[src/rtl/pwm_dac_output.sv]
// PWM DAC output stage: scales an 8-bit wave sample, latches it as a per-frame
// duty value and emits a 255-tick PWM stream with a soft-start duty ramp.
module pwm_dac_output #(
  parameter int TICK_DIV  = 1,
  parameter int RAMP_STEP = 8
) (
  input  logic       clk,
  input  logic       reset,
  input  logic [7:0] sample_in,
  input  logic [1:0] amp_select,
  input  logic       enable,
  output logic       pwm_out,
  output logic       frame_start,
  output logic       active,
  output logic [7:0] duty_q
);

  typedef enum logic [1:0] {IDLE, RAMP, RUN, DRAIN} state_t;

  localparam logic [7:0] DIV_LAST = 8'(TICK_DIV - 1);
  localparam logic [7:0] STEP     = 8'(RAMP_STEP);

  state_t     state, state_next;
  logic [7:0] div_cnt, pwm_cnt, ramp_level;
  logic [7:0] scaled, ramp_sat, duty_next, ramp_next;
  logic [8:0] ramp_sum;
  logic       tick_en, frame_end, load;

  assign active    = (state != IDLE);
  assign tick_en   = active && (div_cnt == DIV_LAST);
  assign frame_end = tick_en && (pwm_cnt == 8'd254);
  assign pwm_out   = active && (pwm_cnt < duty_q);

  always_comb begin
    case (amp_select)
      2'b00:   scaled = sample_in;
      2'b01:   scaled = (sample_in >> 1) + (sample_in >> 2);
      2'b10:   scaled = sample_in >> 1;
      default: scaled = sample_in >> 2;
    endcase
  end

  // Soft-start limit saturates at full scale instead of wrapping.
  assign ramp_sum = {1'b0, ramp_level} + {1'b0, STEP};
  assign ramp_sat = ramp_sum[8] ? 8'hFF : ramp_sum[7:0];

  // NOTE: every output of this block gets a default first so no latch is inferred.
  always_comb begin
    state_next = state;
    duty_next  = duty_q;
    ramp_next  = ramp_level;
    load       = 1'b0;
    case (state)
      IDLE: begin
        if (enable) begin
          state_next = RAMP;
          ramp_next  = STEP;
          duty_next  = (scaled < STEP) ? scaled : STEP;
          load       = 1'b1;
        end
      end
      RAMP: begin
        if (frame_end) begin
          ramp_next = ramp_sat;
          duty_next = (scaled < ramp_sat) ? scaled : ramp_sat;
          load      = 1'b1;
          if (!enable)              state_next = DRAIN;
          else if (ramp_sat == 8'hFF) state_next = RUN;
        end else if (!enable) begin
          state_next = DRAIN;
        end
      end
      RUN: begin
        if (frame_end) begin
          duty_next = scaled;
          load      = 1'b1;
        end
        if (!enable) state_next = DRAIN;
      end
      DRAIN: begin
        if (frame_end) begin
          state_next = IDLE;
          duty_next  = 8'd0;
          ramp_next  = 8'd0;
        end
      end
      default: state_next = IDLE;
    endcase
  end

  // NOTE: sequential state uses non-blocking assignments so all registers update together.
  always_ff @(posedge clk) begin
    if (reset) begin
      state       <= IDLE;
      div_cnt     <= 8'd0;
      pwm_cnt     <= 8'd0;
      ramp_level  <= 8'd0;
      duty_q      <= 8'd0;
      frame_start <= 1'b0;
    end else begin
      state       <= state_next;
      duty_q      <= duty_next;
      ramp_level  <= ramp_next;
      frame_start <= load;
      if (!active || tick_en) div_cnt <= 8'd0;
      else                    div_cnt <= div_cnt + 8'd1;
      if (!active)            pwm_cnt <= 8'd0;
      else if (frame_end)     pwm_cnt <= 8'd0;
      else if (tick_en)       pwm_cnt <= pwm_cnt + 8'd1;
    end
  end

endmodule

[config.mk]
export PLATFORM = sky130hd
export DESIGN_NAME = pwm_dac_output
export DESIGN_NICKNAME = d
export VERILOG_FILES = /design/src/rtl/pwm_dac_output.sv
export SDC_FILE = /design/constraint.sdc
export NUM_CORES = 1
export LEC_CHECK = 0
export ABC_AREA = 1
export CAP_MARGIN = 10
export CORE_ASPECT_RATIO = 1.75
export CORE_MARGIN = 4
export CORE_UTILIZATION = 45
export DETAILED_ROUTE_END_ITERATION = 10
export GPL_TIMING_DRIVEN = 0
export SYNTH_ARGS = -nofsm -noshare
export SYNTH_HDL_FRONTEND = slang
export SYNTH_SLANG_ARGS = --single-unit
[constraint.sdc]
create_clock -name clk -period 7.25 [get_ports clk]
set_input_delay 1.45 -clock clk [delete_from_list [all_inputs] [get_ports clk]]
set_output_delay 1.45 -clock clk [all_outputs]
set_load 0.01 [all_outputs]
==> parameters.txt, run 1 <==
Parameter                              Value

Drt
  Vias ... 2764
  Remaining antenna violation count ... 0
  Detailed Route WL ... 6755 microns
  Post-route DRC ... 0
  Detailed router's first-iteration violation count ... 75
  Pre-antenna DRT Iters ... 4
  Vias per cell ... 5.166
  Final routed wire length divided by cell count ... 12.63 microns

Pwr
  Total power after layout ... 0.9028 mW
  Areal power density over the cells ... 281.0 nW/um^2
  Leak pwr ... 1.429 nW
  Max VDD drop ... 0.1430 mV

Critical path
  Crit path launch type ... primary input
  Critical path origin ... sample_in[2]
  Crit path top cell by count ... sky130_fd_sc_hd__nand2_1
  Type of destination of the critical path ... register
  Crit path to ... duty_q[0]
  Endpoint required time on the critical path ... 7.48 ns
  List of cells traversed by the critical path ... clkdlybuf4s50_1 -> ha_1 -> fa_1 -> nand2_1 -> a21oi_1 -> o21ai_1 -> nand2_1 -> a21oi_1 -> nand2_1 -> nand3_1 -> nand2_1 -> ha_1 -> a21oi_1 -> nand2_2 -> nand2_1 -> nand3_1 -> nand2_1 -> nand2_1 -> a21oi_2
  Buffering stage count on the worst path with inverters included ... 1
  Cell with the largest stage delay on the worst path ... sky130_fd_sc_hd__clkdlybuf4s50_1
  FF-to-FF setup slack ... 4.73 ns
  Arrival time of data at the critical path endpoint ... 4.76 ns
  R2r startpoint ... ramp_level[4]
  Top Family by Delay on Critical Path ... simple AND/OR/NAND/NOR gates
  Register-to-Register Path Depth ... 13
  Biggest fanout along the worst timing path ... 7
  Endpoint of the lowest-slack register-to-register path ... duty_q[0]
  CP peak stage delay ... 0.49 ns
  WP depth ... 19
  Start-to-end type of the worst setup path ... primary input to register

Die
  Top-Level Pins ... 24
  Die area ... 7556 sq um
  Die outline width ... 67.45 microns
  DIE HEIGHT ... 112.0 microns
  Std-Cell Rows ... 37
  Placeable core region ... 5926 sq um
  Effective utilization at floorplan ... 46.96%

Global route
  GRT overflow ... 0
  Global routing usage summed across all routing layers ... 19.35%
  Number of antenna violations at the first check in global routing ... 0
  Wire length of the first global-routing pass ... 11520 microns
  Pin count of the biggest net entering global routing ... 13
  Number of global-route vias before repair ... 2677

Synth
  Net Count, Synth ... 471
  Largest area contributor in the synthesized netlist ... sky130_fd_sc_hd__dfxtp_1
  Most frequently used cell type in the post-synthesis netlist ... sky130_fd_sc_hd__nand2_1
  Leading register cell type out of synthesis ... sky130_fd_sc_hd__dfxtp_1
  Instance count of the mapped netlist ... 427
  Register bit count reported by yosys ... 35
  Share of the synthesized area in the top cell type ... 25.18%
  Leading post-synthesis cells by instance count ... sky130_fd_sc_hd__nand2_1 (104), sky130_fd_sc_hd__inv_1 (68), sky130_fd_sc_hd__dfxtp_1 (35), sky130_fd_sc_hd__nor2_1 (35), sky130_fd_sc_hd__a21oi_1 (33)
  Per-instance average area after synthesis ... 6.517 sq um
  Area contributors post-synth ... sky130_fd_sc_hd__dfxtp_1 (25%), sky130_fd_sc_hd__nand2_1 (14%), sky130_fd_sc_hd__ha_1 (13%)
  Sequential area share after synthesis ... 25.18%
  Share of flip-flops with an asynchronous set or reset ... 0%
  Post-Syn Area ... 2783 sq um
  Synth unique cells ... 39
  Number of enable-type register cells in the synthesized netlist ... 0
  Total number of yosys warnings ... 0

CTS
  Number of buffers inserted to repair setup after CTS ... 0
  H-tree levels ... 2
  Clock Tree Root ... sky130_fd_sc_hd__clkbuf_8
  Clock Sink Count ... 35
  Clock transition at path regs ... 0.08 ns
  Number of hold-repair buffers added at the cts stage ... 0
  Post-cts gate resize count ... 0
  Clock latency reported for the late side of the worst-skew pair ... 0.29 ns
  Max clock buf depth ... 2
  CTS tree ... built
  Number of buffers inserted during clock tree synthesis ... 5

Timing
  Clock Skew ... 0.009515 ns
  Final Slew Violations ... 0
  Fmax ... 220.8 MHz
  Max transition margin ... 54.51%
  Unrepaired setup endpoints after global routing ... no
  Worst slew pin tran ... 0.6823 ns
  Ratio of final minimum period to clock period ... 62.48%
  Number of failing setup endpoints in the final timing report ... 0
  Setup TNS ... 0 ns
  Number of hold-slack violations in the final timing report ... 0
  Time the final worst path needs with I/O delays and setup ... 4.529 ns

Final layout
  Fraction of layout cells with a size suffix above 1 ... 8.753%
  Number of nets in the final layout ... 500
  Layout overhead on the synthesized area ... 15.47%
  Number of antenna cells inserted ... 0
  Layout Cell Area excl Fill ... 3213 sq um
  Layout Cells excl Fill ... 535

Job
  Max Cap Violations ... 0

Worst hold path
  Worst min-delay path category ... register to register

Placed design
  Total placed cells including tap cells ... 527
  Final HPWL DP ... 5560 microns
  Placement-stage cell area ... 3100 sq um
  Number of buffers inserted by port buffering ... 22
  RD Place Congestion ... 0.9188

Run status
  Outcome ... complete, no violations
## report_power, final
group	switching (mW)	total, mW	internal, mW
Sequential	0.0285	0.255	0.226
Combinational	0.295	0.469	0.175
Clock	0.0766	0.179	0.102
## worst register-to-register path, cell delays in order (launching register included)
cell	delay, ns
sky130_fd_sc_hd__dfxtp_1	0.39
sky130_fd_sc_hd__ha_1	0.19
sky130_fd_sc_hd__nand2_1	0.08
sky130_fd_sc_hd__inv_1	0.10
sky130_fd_sc_hd__nand2_1	0.06
sky130_fd_sc_hd__a21oi_1	0.22
sky130_fd_sc_hd__ha_1	0.30
sky130_fd_sc_hd__a21oi_1	0.48
sky130_fd_sc_hd__nand2_2	0.19
sky130_fd_sc_hd__nand2_1	0.12
sky130_fd_sc_hd__nand3_1	0.08
sky130_fd_sc_hd__nand2_1	0.07
sky130_fd_sc_hd__nand2_1	0.06
sky130_fd_sc_hd__a21oi_2	0.11
## final cells by class
class                      count  area, sq um
multi-input combinational    316         1790
inverter                      72        270.3
clock buffer                   5        68.82
clock inverter                 3        43.79
fill                         639         2713
buffer                         4        21.27
timing repair buffer          22        220.2
tap                           78        97.59
sequential                    35        700.7
## worst min path at each step
stage / start / end / slack (ns) / cells after the start
after floorplan: div_cnt[0] / div_cnt[0] / 0.42 / 1
after global placement: div_cnt[0] / div_cnt[0] / 0.43 / 1
after detailed placement: div_cnt[0] / div_cnt[0] / 0.44 / 1
after CTS: div_cnt[0] / div_cnt[0] / 0.46 / 1
after global routing: div_cnt[0] / div_cnt[0] / 0.49 / 1
final: div_cnt[0] / div_cnt[0] / 0.45 / 1
## registers in the layout, summed over array words and instances, names as in the netlist
signal / count
div_cnt: 8
duty_q: 8
frame_start: 1
pwm_cnt: 8
ramp_level: 8
state: 2
## routing by layer
metal	up-vias	track usage (%)	part of all wire, %
li1	1452	-	-
met1	1245	19.85	39
met2	44	35.68	54
met3	23	2.903	2.2
met4	0	10.43	4.9
met5	-	0	0
## logic make-up (layout without fill, tap and decap cells)
group	after synthesis	in the layout	synth area share [%]
buf+inv	76	106	10.48
flops	35	35	25.18
fa+ha+maj	31	31	14.21
simple gates	204	204	33.36
compound gates	81	81	16.77
## per-stage QoR
step	setup slack, ns	util, %	hold WS, ns
finish	2.721	54.22	0.4492
global route	2.428	54.22	0.4880
global placement	2.502	52.32	0.4321
floorplan	3.444	-	0.4173
detailed placement	2.489	52.32	0.4403
CTS	2.773	54.22	0.4568
## layout by cell type, fill, tap and decap left out, types with 6 or more instances in the layout
master / count
sky130_fd_sc_hd__ha_1: 30
sky130_fd_sc_hd__a21oi_2: 7
sky130_fd_sc_hd__nor3b_1: 6
sky130_fd_sc_hd__a21oi_1: 33
sky130_fd_sc_hd__nand2_1: 104
sky130_fd_sc_hd__dfxtp_1: 35
sky130_fd_sc_hd__inv_1: 68
sky130_fd_sc_hd__nand3_1: 23
sky130_fd_sc_hd__o21ai_0: 21
sky130_fd_sc_hd__clkdlybuf4s50_1: 22
sky130_fd_sc_hd__nor2_1: 35
No activity file was read; power rests on OpenSTA's default activity.
==> run 2, diff against run 1 <==
clock period = 4.55 ns   (was 7.25 ns; I/O delays follow)
==> results of run 2 <==
Same layout as run 1 (identical final DEF). Status: complete, no violations.
Main changes from that run: setup slack after placement 2.489 ns -> 0.3287 ns; setup slack after layout 2.721 ns -> 0.5605 ns; register-to-register setup slack 4.73 ns -> 2.03 ns; total power 0.9028 mW -> 1.439 mW; worst IR drop on VDD 0.1430 mV -> 0.2279 mV
